### src/rtl/rr_lock_arbiter.sv
// Round-robin N-input valid/ready arbiter that holds the grant for BEATS-beat messages.
// Optional lock watchdog enabled by defining RR_LOCK_WATCHDOG_EN.
module rr_lock_arbiter #(
  parameter int unsigned N       = 4,
  parameter int unsigned W       = 64,
  parameter int unsigned BEATS   = 4,
  parameter int unsigned TIMEOUT = 255
) (
  input  logic                 clk,
  input  logic                 reset,
  input  logic [N-1:0]         in_valid,
  output logic [N-1:0]         in_ready,
  input  logic [N*W-1:0]       in_bits,
  input  logic [N-1:0]         in_multibeat,
  output logic                 out_valid,
  input  logic                 out_ready,
  output logic [W-1:0]         out_bits,
  output logic                 out_multibeat,
  output logic [$clog2(N)-1:0] out_chosen,
  output logic                 locked,
  output logic                 lock_timeout_err
);

  localparam int unsigned IW = $clog2(N);
  localparam int unsigned BW = (BEATS > 1) ? $clog2(BEATS) : 1;

  logic [IW-1:0] last_grant_q, last_grant_d;
  logic [IW-1:0] lock_idx_q, lock_idx_d;
  logic [BW-1:0] beat_cnt_q, beat_cnt_d;
  logic [IW-1:0] choice;
  logic          found;
  logic          fire;

  // Rotating priority: first valid above last_grant, else lowest valid, else N-1.
  always_comb begin
    choice = IW'(N - 1);
    found  = 1'b0;
    for (int unsigned i = 0; i < N; i++) begin
      if (!found && in_valid[i] && (IW'(i) > last_grant_q)) begin
        choice = IW'(i);
        found  = 1'b1;
      end
    end
    for (int unsigned i = 0; i < N; i++) begin
      if (!found && in_valid[i]) begin
        choice = IW'(i);
        found  = 1'b1;
      end
    end
  end

  assign locked        = (beat_cnt_q != '0);
  assign out_chosen    = locked ? lock_idx_q : choice;
  assign out_valid     = in_valid[out_chosen];
  assign out_multibeat = in_multibeat[out_chosen];
  assign fire          = out_valid & out_ready;

  always_comb begin
    out_bits = '0;
    in_ready = '0;
    for (int unsigned i = 0; i < N; i++) begin
      if (out_chosen == IW'(i)) begin
        out_bits    = in_bits[i*W +: W];
        in_ready[i] = out_ready;
      end
    end
  end

`ifdef RR_LOCK_WATCHDOG_EN
  localparam int unsigned SW = $clog2(TIMEOUT + 1);
  logic [SW-1:0] stall_q, stall_d;
  logic          err_q, err_d;
`endif

  always_comb begin
    last_grant_d = last_grant_q;
    lock_idx_d   = lock_idx_q;
    beat_cnt_d   = beat_cnt_q;
`ifdef RR_LOCK_WATCHDOG_EN
    stall_d      = stall_q;
    err_d        = err_q;
`endif
    if (fire) begin
      last_grant_d = out_chosen;
    end
    // BEATS is a power of two, so the counter wraps to 0 by overflow.
    if (fire && out_multibeat && (BEATS > 1)) begin
      beat_cnt_d = beat_cnt_q + 1'b1;
      if (beat_cnt_q == '0) begin
        lock_idx_d = out_chosen;
      end
    end
`ifdef RR_LOCK_WATCHDOG_EN
    // A fire in the timeout cycle wins: the stall count simply clears.
    if (fire || !locked) begin
      stall_d = '0;
    end else if (stall_q == SW'(TIMEOUT)) begin
      beat_cnt_d = '0;
      stall_d    = '0;
      err_d      = 1'b1;
    end else begin
      stall_d = stall_q + 1'b1;
    end
`endif
  end

  always_ff @(posedge clk) begin
    if (reset) begin
      last_grant_q <= IW'(N - 1);
      lock_idx_q   <= '0;
      beat_cnt_q   <= '0;
    end else begin
      last_grant_q <= last_grant_d;
      lock_idx_q   <= lock_idx_d;
      beat_cnt_q   <= beat_cnt_d;
    end
  end

`ifdef RR_LOCK_WATCHDOG_EN
  always_ff @(posedge clk) begin
    if (reset) begin
      stall_q <= '0;
      err_q   <= 1'b0;
    end else begin
      stall_q <= stall_d;
      err_q   <= err_d;
    end
  end
  assign lock_timeout_err = err_q;
`else
  assign lock_timeout_err = 1'b0;
`endif

endmodule

### config.mk
export PLATFORM = sky130hd
export DESIGN_NAME = rr_lock_arbiter
export DESIGN_NICKNAME = d
export VERILOG_FILES = /design/src/rtl/rr_lock_arbiter.sv
export SDC_FILE = /design/constraint.sdc
export NUM_CORES = 1
export LEC_CHECK = 0
export ABC_AREA = 1
export CAP_MARGIN = 20
export CORE_AREA = 2 2 131 133
export DETAILED_ROUTE_END_ITERATION = 6
export DIE_AREA = 0 0 133 135
export HOLD_SLACK_MARGIN = 0.05
export SLEW_MARGIN = 20
export SYNTH_ARGS = -nofsm -noshare
export SYNTH_HDL_FRONTEND = slang
export SYNTH_SLANG_ARGS = --single-unit
export TNS_END_PERCENT = 5
### constraint.sdc
create_clock -name clk -period 1.8 [get_ports clk]
set_input_delay 0.18 -clock clk [delete_from_list [all_inputs] [get_ports clk]]
set_output_delay 0.18 -clock clk [all_outputs]
set_load 0.02 [all_outputs]
==> run summary, run 1 <==
CTS Sinks - 6
Worst EP arrival - 2.18 ns
number of port buffers - 339
Final Hold Fails - 0
Yosys top cell area share - 29.8%
status - complete, but fails checks
row cnt - 47
Yosys reg bits - 6
IO Pins - 341
DRC Markers - 0
DR vias - 4667
final setup fails - 78
gpl congestion - 0.782
largest net degree at the start of global routing - 37
post-synthesis sequential area ratio - 5.34%
violated checks - negative setup slack
crit path kind - register to output pin
type of the most critical hold path - register to register
Initial DRC Count - 146
H-tree levels - 1
Die ar. - 0.0180 mm^2
CTS Hold Bufs - 0
Worst R2R Path Depth - 17
GRT overflow - 0
initial antenna violation count - 0
number of global-route vias before repair - 4460
Tmin final - 2.36 ns
Pins Over Slew Limit - 0
clk_lat worst skew - 0.23 ns
DR vias/cell - 4.57
GR Util All Layers - 16.3%
CTS Root Cell - clkbuf_16
Synth area leader - nand3_1
MaxCap Viol Count - 0
DR pass1 iterations - 4
DIE HEIGHT - 135 um
Final #Nets - 1072
final worst slack - -0.563 ns
antenna cell count - 0
clock buffer depth - 2
Max Clk Rate - 423 MHz
Avg WL per Cell - 16.6 um
Final Cycle Share - 131%
synthesized area - 0.00225 mm^2
Distinct cells, synth - 23
Synth area leaders - nand3_1 30%, nand2_1 26%, nand4_1 19%
wire length of the first global-routing pass - 23700 um
Max Clock Skew - 0.000204 ns
die width - 133 um
CTS clk-pin slew, worst paths - 0.03 ns
Final ANT Viol Nets - 0
most frequent cells in the layout - 263 x clkdlybuf4s50_1, 143 x nand2_1, 133 x nand3_1
hold depth - 2
Avg Inst Size Synth - 5.00 um^2
CP Capture Type - output pin
crit path max fanout - 8
Ys Warns - 0
setup total negative slack - -33.44 ns
CTS tree - built
area grow syn2layout - 190%
Core Area - 0.0164 mm^2
Post-Synthesis Cells - 450
unrepaired setup endpoints after global routing - true
final HPWL from detailed placement - 12300 um
most common cell after layout, fill and taps aside - clkdlybuf4s50_1
share of cells above drive strength 1 - 20.1%
Mapped Nets - 718
WL final - 17000 um
Worst setup SP type - register
total CTS buffers - 3
Initial Util - 13.7%
CP required - 1.62 ns
==> worst max-delay path: stages, from the launching register on <==
cell and delay, ns:
dfxtp_2 0.34, inv_1 0.06, nand2_2 0.07, nand3_2 0.11
nor2_2 0.11, nand2_1 0.06, nand3b_1 0.10, nand2_2 0.09
o21ai_4 0.18, nor2_4 0.09, buf_12 0.15, buf_12 0.12
clkbuf_16 0.16, nand2_1 0.07, nand4_1 0.09, buf_4 0.17
==> synth_stat cells <==
master and instances:
nor3_1 3, nand3_4 1, a21oi_1 1, clkbuf_1 9, nand3_1 134, buf_4 1
o21ai_2 1, buf_6 1, inv_1 11, buf_2 31, o211ai_1 2, inv_2 3
nand2_2 4, nand2_4 2, dfxtp_1 6, nor2_4 1, conb_1 1, nand4_1 67
nor2_2 1, nand3b_1 1, nor2_1 14, ha_1 1, nand2_1 154
==> state kept, by name, indices dropped and copies added, names as in the netlist <==
name	flops
beat_cnt_q	2
last_grant_q	2
lock_idx_q	2
==> logic make-up (layout without fill, tap and decap cells) <==
kind of cell,count (synthesis),in the layout,share of synthesized area (%)
flip-flops,6,6,5.34
buffers and inverters,56,408,11.6
adder cells (fa/ha/maj),1,1,0.556
AO/OA/AOI/OAI,4,4,1.28
other,1,1,0.167
AND/OR/NAND/NOR,382,382,81.1
==> worst paths after layout <==
check,start,endpoint,slack [ns]
setup / recovery,last_grant_q[1],out_bits[2],-0.56
hold reg to reg,beat_cnt_q[0],beat_cnt_q[0],0.45
hold / removal,beat_cnt_q[0],beat_cnt_q[0],0.45
setup reg to reg,last_grant_q[1],lock_idx_q[1],-0.26
==> repair_timing <==
item                                    4_1_cts  5_1_grt
endpoints found under the setup margin       78       79
pin swaps                                     9       23
setup buffers                                 1        8
gates cloned                                  2        7
resized for setup                           336       56
==> final cells by class <==
| class | instances | area, um^2 |
|---|---|---|
| inverters | 14 | 62.6 |
| multi-input cells | 388 | 1980 |
| clock buffers | 3 | 75.1 |
| well taps | 220 | 275 |
| repair buffers | 391 | 4010 |
| fillers | 1724 | 9890 |
| flip-flops and latches | 6 | 123 |
==> through the flow <==
stage | instances | area (um^2) | utilization [%] | hold WS (ns) | setup WS [ns]
after floorplan | 450 | 2410 | - | 0.249 | -0.0460
after global placement | 1001 | 6180 | 37.7 | 0.450 | -0.948
after detailed placement | 1001 | 6180 | 37.7 | 0.452 | -0.987
after CTS | 1007 | 6190 | 37.7 | 0.457 | -0.554
after global routing | 1022 | 6520 | 39.7 | 0.497 | -0.716
final | 1022 | 6520 | 39.7 | 0.452 | -0.563
==> metal layers <==
metal / vias to the layer above / GRT usage [%] / share of wire (%)
met1: 2077 / 19.6 / 40
met3: 42 / 3.60 / 8.3
met4: 0 / 4.60 / 2.8
li1: 2292 / - / -
met5: - / 0 / 0
met2: 256 / 29.1 / 49
Power of run 1 is not shown: default switching activity piles up to over one toggle a cycle in this logic, so the estimate is an artifact.
==> run 2: changes to the inputs <==
--- a/config.mk
+++ b/config.mk
@@ -11,7 +11,6 @@
 export DETAILED_ROUTE_END_ITERATION = 6
 export DIE_AREA = 0 0 133 135
 export HOLD_SLACK_MARGIN = 0.05
-export SLEW_MARGIN = 20
 export SYNTH_ARGS = -nofsm -noshare
 export SYNTH_HDL_FRONTEND = slang
 export SYNTH_SLANG_ARGS = --single-unit
==> results of run 2 <==
The final DEF is identical to that of run 1; final timing and power are the same.
Power of run 2 is left out for the same reason.
